**src/rtl/ddfs_sweep_ctrl.sv**
```systemverilog
// ddfs_sweep_ctrl: stepped FTW sweep sequencer (IDLE/ARMED/RUN). Optional triangular loop via DDFS_SWEEP_PINGPONG_EN.
module ddfs_sweep_ctrl #(
    parameter int FTW_W   = 24,
    parameter int DWELL_W = 16
) (
    input  logic               clk,
    input  logic               reset,
    input  logic               cfg_valid,
    output logic               cfg_ready,
    input  logic [FTW_W-1:0]   cfg_start,
    input  logic [FTW_W-1:0]   cfg_stop,
    input  logic [FTW_W-1:0]   cfg_step,
    input  logic [DWELL_W-1:0] cfg_dwell,
    input  logic               cfg_loop,
    input  logic               go,
    input  logic               abort,
    output logic [FTW_W-1:0]   ftw,
    output logic               ftw_upd,
    output logic               phase_clr,
    output logic               busy,
    output logic               done
);
    typedef enum logic [1:0] {IDLE, ARMED, RUN} state_t;
    state_t state, state_nx;
    logic [FTW_W-1:0]   r_start, r_stop, r_step, ftw_nx, tgt;
    logic [DWELL_W-1:0] r_dwell, dcnt, dcnt_nx;
    logic               r_loop, up, up_nx, to_stop, to_stop_nx;
    logic               upd_nx, clr_nx, done_nx, cfg_take, expired, at_tgt;

    // one step from val toward tgt, computed one bit wider so overshoot or wrap clamps to tgt
    function automatic logic [FTW_W-1:0] step_to(input logic [FTW_W-1:0] val, input logic [FTW_W-1:0] stp,
                                                 input logic [FTW_W-1:0] t, input logic inc);
        logic [FTW_W:0] s;
        s = inc ? {1'b0, val} + {1'b0, stp} : {1'b0, val} - {1'b0, stp};
        return (inc ? s > {1'b0, t} : (s[FTW_W] || s[FTW_W-1:0] < t)) ? t : s[FTW_W-1:0];
    endfunction

    assign cfg_ready = state != RUN;
    assign busy      = state == RUN;
    assign tgt       = to_stop ? r_stop : r_start;
    assign expired   = dcnt == r_dwell - DWELL_W'(1);
    assign at_tgt    = ftw == tgt;

    // next-state and strobe generation; abort overrides everything
    always_comb begin
        state_nx   = state;
        ftw_nx     = ftw;
        dcnt_nx    = dcnt;
        up_nx      = up;
        to_stop_nx = to_stop;
        upd_nx     = 1'b0;
        clr_nx     = 1'b0;
        done_nx    = 1'b0;
        cfg_take   = 1'b0;
        if (abort) begin
            state_nx = IDLE;
        end else begin
            case (state)
                IDLE: begin
                    cfg_take = cfg_valid;
                    state_nx = cfg_valid ? ARMED : IDLE;
                end
                ARMED: begin
                    cfg_take = cfg_valid;
                    if (!cfg_valid && go) begin
                        state_nx   = RUN;
                        ftw_nx     = r_start;
                        dcnt_nx    = '0;
                        up_nx      = r_stop >= r_start;
                        to_stop_nx = 1'b1;
                        upd_nx     = 1'b1;
                        clr_nx     = 1'b1;
                    end
                end
                RUN: begin
                    dcnt_nx = expired ? '0 : dcnt + DWELL_W'(1);
                    if (expired && !at_tgt) begin
                        ftw_nx = step_to(ftw, r_step, tgt, up);
                        upd_nx = 1'b1;
                    end else if (expired && !r_loop) begin
                        state_nx = IDLE;
                        done_nx  = 1'b1;
                    end else if (expired) begin
`ifdef DDFS_SWEEP_PINGPONG_EN
                        up_nx      = ~up;
                        to_stop_nx = ~to_stop;
                        ftw_nx     = step_to(ftw, r_step, to_stop ? r_start : r_stop, ~up);
`else
                        ftw_nx     = r_start;
`endif
                        upd_nx = 1'b1;
                    end
                end
                default: state_nx = IDLE;
            endcase
        end
    end

    // state, tuning word, dwell counter and registered strobes
    always_ff @(posedge clk or posedge reset) begin
        if (reset) begin
            state     <= IDLE;
            ftw       <= '0;
            dcnt      <= '0;
            up        <= 1'b1;
            to_stop   <= 1'b1;
            ftw_upd   <= 1'b0;
            phase_clr <= 1'b0;
            done      <= 1'b0;
        end else begin
            state     <= state_nx;
            ftw       <= ftw_nx;
            dcnt      <= dcnt_nx;
            up        <= up_nx;
            to_stop   <= to_stop_nx;
            ftw_upd   <= upd_nx;
            phase_clr <= clr_nx;
            done      <= done_nx;
        end
    end

    // latched sweep configuration with zero step/dwell promoted to one
    always_ff @(posedge clk or posedge reset) begin
        if (reset) begin
            r_start <= '0;
            r_stop  <= '0;
            r_step  <= '0;
            r_dwell <= '0;
            r_loop  <= 1'b0;
        end else if (cfg_take) begin
            r_start <= cfg_start;
            r_stop  <= cfg_stop;
            r_step  <= cfg_step == '0 ? FTW_W'(1) : cfg_step;
            r_dwell <= cfg_dwell == '0 ? DWELL_W'(1) : cfg_dwell;
            r_loop  <= cfg_loop;
        end
    end
endmodule

```
**config.mk**
```make
export PLATFORM = sky130hd
export DESIGN_NAME = ddfs_sweep_ctrl
export DESIGN_NICKNAME = d
export VERILOG_FILES = /design/src/rtl/ddfs_sweep_ctrl.sv
export SDC_FILE = /design/constraint.sdc
export NUM_CORES = 1
export LEC_CHECK = 0
export CORE_ASPECT_RATIO = 1.2
export CORE_MARGIN = 2
export CORE_UTILIZATION = 47
export CTS_CLUSTER_SIZE = 24
export DETAILED_ROUTE_END_ITERATION = 12
export DONT_BUFFER_PORTS = 1
export SETUP_SLACK_MARGIN = 0.2
export SLEW_MARGIN = 20
export SYNTH_ARGS = -nofsm -noshare
export SYNTH_HDL_FRONTEND = slang
export SYNTH_SLANG_ARGS = --single-unit
```
**constraint.sdc**
```tcl
create_clock -name clk -period 8.31 [get_ports clk]
set_clock_uncertainty 0.2 [all_clocks]
set_input_delay 1.662 -clock clk [delete_from_list [all_inputs] [get_ports clk]]
set_output_delay 1.662 -clock clk [all_outputs]
set_load 0.005 [all_outputs]
```
==> metrics.yaml, run 1 <==
die:
  dieWidth_um: 134
  start_util: 0.474
  core_area_mm2: 0.0201
  fp.dieArea_mm2: 0.0215
  num_rows: 57
  boundaryPins: 123
  die_y_um: 160
clock_network:
  cts_resized: 0
  root_buffer: "clkbuf_16"
  clkLatencyLatePin_ps: 430
  htreeDepth: 4
  postCtsSetupBuffers: 0
  cts_sinks: 135
  ctsHoldBuffers: 0
  clkTransAtPathRegs_ps: 60
  tritoncts: "yes"
  cts_buffer_depth: 2
  cts_buffers: 17
yosys:
  ys_async_sr_fraction: 1.00
  syn_area_mm2: 0.00954
  synth_warnings: 0
  ys_seq_elements: 135
  synth_compound_area_frac: 0.169
  synth-simple-area-share: 0.174
  postSynthAreaPerCell_um2: 8.98
  ys_seq_area_frac: 0.354
  synthDistinctLibCells: 68
  syn-instance-count: 1063
  synth-xor-area-share: 0.0826
  synth_nets: 1239
  synth_mux_area_frac: 0.0666
  synth_top_family_by_area: "simple AND/OR/NAND/NOR gates"
  synth_fa_ha_area_frac: 0.108
  synth_edf_count: 0
  synth_ff_type: "dfrtp_1"
status:
  outcome: "completed"
global_route:
  grt_overflow: 0
  grt_max_degree: 92
  grt_first_pass_wirelength_um: 42200
  antenna_found_initial: 0
  grt_usage: 0.254
  grt_pass1_vias: 7697
place:
  pre_cts_ws_ps: 1830
  dp.cells: 1294
  io_buffers: 0
  dpl.hpwl_um: 20100
  routabilityCongestion: 0.902
  place_area_mm2: 0.00978
setup_path:
  worst-path-buf-inv: 2
  crit_slowest_cell: "nor3b_1"
  path_class: "reg2reg"
  cp_top_family: "simple AND/OR/NAND/NOR gates"
  crit_path_max_fanout: 21
  worstPathRequired_ps: 8420
  cp_slowest_stage_delay_ps: 580
  crit_top_cell: "ha_1"
  path_depth: 26
  arrival_ps: 6730
  worstRegToRegCells: 26
  end_kind: "flop"
  startpoint_type: "flop"
finish:
  finalInstanceArea_mm2: 0.0104
  drive_above_1_share: 0.0783
  fillCellCount: 1924
  diodes: 0
  finalNonFillerCells: 1325
  multi_input_area_mm2: 0.00573
  syn_to_final_growth_pct: 9.00
  seq_area_mm2: 0.00338
  layout.nets: 1224
detailed_routing:
  post-route-drc-count: 0
  routed_wl_um: 26800
  vias_per_cell: 5.94
  drt_iter0_markers: 447
  ant_nets: 0
  vias: 7866
  dr.pass1.iters: 5
  wire_per_inst_um: 20.3
timing:
  finalSetupViolCount: 0
  tightest_slew_ps: 903
  period_share: 0.797
  drv_slew: 0
  maxSlewHeadroom: 0.398
  fin_ws_ps: 1690
  hold_viol: 0
  fmax_mhz: 151
  rsz0062_at_grt: "false"
  period_needed_ps: 6620
  tns_ps: 0
pwr:
  powerDensity_mw_per_mm2: 448
  p_leak_nw: 4.63
  ir_drop_uv: 290
  p_total_mw: 4.66
hold_path:
  hold_class: "reg2reg"
  hold_path_depth: 2
flow_run:
  drv_cap: 0
==> tightest hold or removal path: stages, from the launching register on <==
cell	delay [ps]
dfrtp_1	340
a31oi_1	70
o21ai_1	70
==> cells in the final DEF, fill, tap and decap left out, types with 30 or more instances in the layout <==
master   count
a21oi_1     41
a31oi_1     30
dfrtp_1    134
ha_1        81
inv_1       72
mux2_2      36
nand2_1     86
nor2_1      58
o21ai_0     97
xnor2_1     31
xor2_1      59
==> routing by layer <==
| layer | vias up | wire length (um) | global-route usage |
|---|---|---|---|
| met3 | 42 | 1420 | 0.0568 |
| li1 | 3809 | - | - |
| met1 | 3807 | 11200 | 0.305 |
| met2 | 208 | 13500 | 0.445 |
| met5 | - | 0 | 0 |
| met4 | 0 | 718 | 0.0909 |
==> metrics by stage <==
step / utilization / hold slack (ps)
after detailed placement: 0.486 / 301
after floorplan: - / 282
after global placement: 0.486 / 300
final: 0.517 / 314
after CTS: 0.517 / 314
after global routing: 0.517 / 341
==> kinds of logic after synthesis <==
family,Yosys count
flops,135
fa+ha+maj,82
buf+inv,115
simple gates,314
xor+xnor,90
compound gates,268
mux,59
==> worst paths after layout <==
path                                  start          to  slack (ps)
worst max-delay path              r_step[0]     ftw[10]        1690
worst min register to register  r_start[18]     ftw[18]         310
max in group asynchronous             reset     ftw[18]        5570
min in group asynchronous             reset  r_start[1]         990
worst max register to register    r_step[0]     ftw[10]        1690
worst min-delay path            r_start[18]     ftw[18]         310
==> cell usage after synthesis (all sizes together) (6+ instances only) <==
master	n	area, um2
nand2	86	323
a21oi	41	205
a21o	24	180
clkbuf	37	139
xnor2	31	272
xor2	59	517
o31ai	7	52.6
o211ai	6	45.0
o21ai	119	596
nor4	27	169
inv	73	274
mux2i	23	230
mux2	36	405
dfrtp	134	3350
a31oi	30	188
and3	15	93.8
nand3	15	75.1
nor3b	28	210
nor3	22	110
nor2	58	218
ha	81	1010
nand2b	10	62.6
nand4	11	68.8
or4	9	71.3
==> registers in the layout (all words and copies together), names as in the netlist <==
signal and cells:
state 2, done 1, r_loop 1, ftw_upd 1
r_start 24, r_stop 24, up 1, dcnt 16
phase_clr 1, ftw 24, r_dwell 16, r_step 24
==> power breakdown <==
| group | switching [mW] | internal, mW | total [mW] |
|---|---|---|---|
| Clock | 0.296 | 0.510 | 0.806 |
| Combinational | 1.58 | 1.20 | 2.78 |
| Sequential | 0.262 | 0.811 | 1.07 |
==> cell type report <==
type,instances,area share
clock buffers,24,0.0482
clock inverters,7,0.0112
inverters,73,0.0268
multi-input cells,813,0.551
flip-flops and latches,135,0.325
well taps,265,0.0319
repair buffers,8,0.00577
(Power assumes the default switching activity.)
==> run 2, diff against run 1 <==
- clock period: 8.31 -> 5.3 ns (I/O delays scaled with it)
==> metrics.yaml, run 2 (synthesis results as in run 1) <==
setup_path:
  crit_slowest_cell: "dfrtp_1"
  cp_top_family: "compound AO/OA/AOI/OAI gates"
  cp_slowest_stage_delay_ps: 380  # -200 ps
  crit_top_cell: "nor2_1"
  worst-path-buf-inv: 5  # +3
  worstPathRequired_ps: 5420  # -3000 ps
  startpoint_type: "flop"
  arrival_ps: 5650  # -1080 ps
  path_class: "reg2reg"
  crit_path_max_fanout: 6  # -71%
  end_kind: "flop"
finish:
  seq_area_mm2: 0.00338  # about the same
  finalNonFillerCells: 1408  # +6.3%
  diodes: 0  # unchanged
  drive_above_1_share: 0.173  # +0.0949
  finalInstanceArea_mm2: 0.0114  # +9.5%
  fin_util: 0.566  # +0.0490
  multi_input_area_mm2: 0.00593  # +3.4%
  mostFrequentLayoutCell: "dfrtp_1"
  fillCellCount: 1811  # -5.9%
  syn_to_final_growth_pct: 19.3
  layout.nets: 1306  # +6.7%
  layout_common_cells: "133 x dfrtp_1, 96 x o21ai_0, 85 x nand2_1"
detailed_routing:
  vias: 8189  # +4.1%
  routed_wl_um: 27500  # +2.5%
  post-route-drc-count: 0  # unchanged
  vias_per_cell: 5.82  # -2.0%
  ant_nets: 0  # unchanged
  dr.pass1.iters: 6  # +1
  wire_per_inst_um: 19.5  # -3.5%
  drt_iter0_markers: 576  # +29%
timing:
  finalSetupViolCount: 24  # +24
  maxSlewHeadroom: 0.490  # +0.0919
  drv_slew: 0  # unchanged
  rsz0062_at_grt: "true"
  tightest_slew_ps: 766  # -138 ps
  fmax_mhz: 181  # +20%
  tns_ps: -4140  # -4140 ps
  hold_viol: 0  # unchanged
  period_needed_ps: 5530  # -1090 ps
  fin_ws_ps: -230  # -1920 ps
  period_share: 1.04  # +0.246
clock_network:
  tritoncts: "yes"
  root_buffer: "clkbuf_16"
  cts_sinks: 135  # unchanged
  clkTransAtPathRegs_ps: 60  # about the same
  cts_buffer_depth: 2  # unchanged
  clkLatencyLatePin_ps: 430  # about the same
  htreeDepth: 4  # unchanged
  cts_buffers: 17  # unchanged
pwr:
  ir_drop_uv: 533  # +84%
  powerDensity_mw_per_mm2: 796  # +78%
  p_total_mw: 9.06  # +94%
  p_leak_nw: 5.12  # +11%
status:
  outcome: "complete, but fails checks"
  violations: "setup timing"
place:
  dpl.hpwl_um: 20000  # -0.35%
  dp.cells: 1353  # +4.6%
  io_buffers: 0  # unchanged
  place_area_mm2: 0.0103  # +5.1%
  routabilityCongestion: 0.920  # +2.0%
global_route:
  grt_first_pass_wirelength_um: 43300  # +2.5%
  grt_max_degree: 145  # +58%
  grt_pass1_vias: 8191  # +6.4%
  antenna_found_initial: 0  # unchanged
  grt_overflow: 0  # unchanged
  grt_usage: 0.259  # +0.00553
die:
  dieWidth_um: 134  # unchanged
  boundaryPins: 123  # unchanged
  die_y_um: 160  # unchanged
  num_rows: 57  # unchanged
  fp.dieArea_mm2: 0.0215  # unchanged
  core_area_mm2: 0.0201  # unchanged
  start_util: 0.474  # unchanged
hold_path:
  hold_class: "reg2reg"
flow_run:
  drv_cap: 0  # unchanged
## run 2: cell types whose count changed in the layout (fill, tap and decap cells not counted), sizes merged
cell,before,now
clkbuf,24,21
clkinv,3,4
buf,8,90
bufinv,3,5
inv,73,74
## run 2: worst register-to-register path: cells and delay by family, from the launching register on
kind / cells / cell delay (ps)
xor+xnor: 2 / 370
fa+ha+maj: 3 / 740
compound gates: 9 / 1990
flops: 1 / 380
buf+inv: 5 / 620
simple gates: 10 / 1080
## run 2: final timing paths
path / startpoint / cells after the start / end / slack [ps]
worst max-delay path: r_step[1] / 29 / ftw[23] / -230
worst min-delay path: r_start[17] / 2 / ftw[17] / 320
worst max register to register: r_step[1] / 29 / ftw[23] / -230
worst min register to register: r_start[17] / 2 / ftw[17] / 320
max in group asynchronous: reset / 2 / r_step[12] / 3600
min in group asynchronous: reset / 1 / r_start[1] / 400
## run 2: metal layers
layer | global-route usage | wire length [um] | share of wire | up-vias
met2 | 0.451 | 13800 | 0.50 | 246
met5 | 0 | 0 | 0 | -
li1 | - | - | - | 3966
met1 | 0.313 | 11200 | 0.41 | 3918
met4 | 0.115 | 1020 | 0.037 | 0
met3 | 0.0460 | 1440 | 0.052 | 59
## run 2: per-stage QoR
step,setup slack (ps),hold WS (ps)
after floorplan,4.95,282
after global placement,-28.7,294
after detailed placement,-192,303
after CTS,-192,317
after global routing,-577,344
final,-230,317
## run 2: what timing repair did
action	CTS	global route
hold buffers	0	0
setup buffers	13	7
gates cloned	3	0
resized for setup	27	11
pin swaps	27	18
endpoints found under the setup margin	24	24
## run 2: area by class of cell
type,count,area share
Clock inverter,11,0.0170
Clock buffer,21,0.0413
Timing Repair Buffer,90,0.0700
Tap cell,265,0.0291
Sequential cell,135,0.297
Multi-Input combinational cell,813,0.521
Inverter,73,0.0247
## run 2: where the power goes
group          internal [mW]  leakage, nW  switching (mW)
sequential              1.27         1.68           0.378
clock                  0.874        0.324           0.478
combinational           3.12         3.12            2.94
==> run 3, diff against run 2 <==
- CAP_MARGIN: not set -> 0
==> results of run 3 <==
Final layout, timing and power as in run 2 (identical DEF).
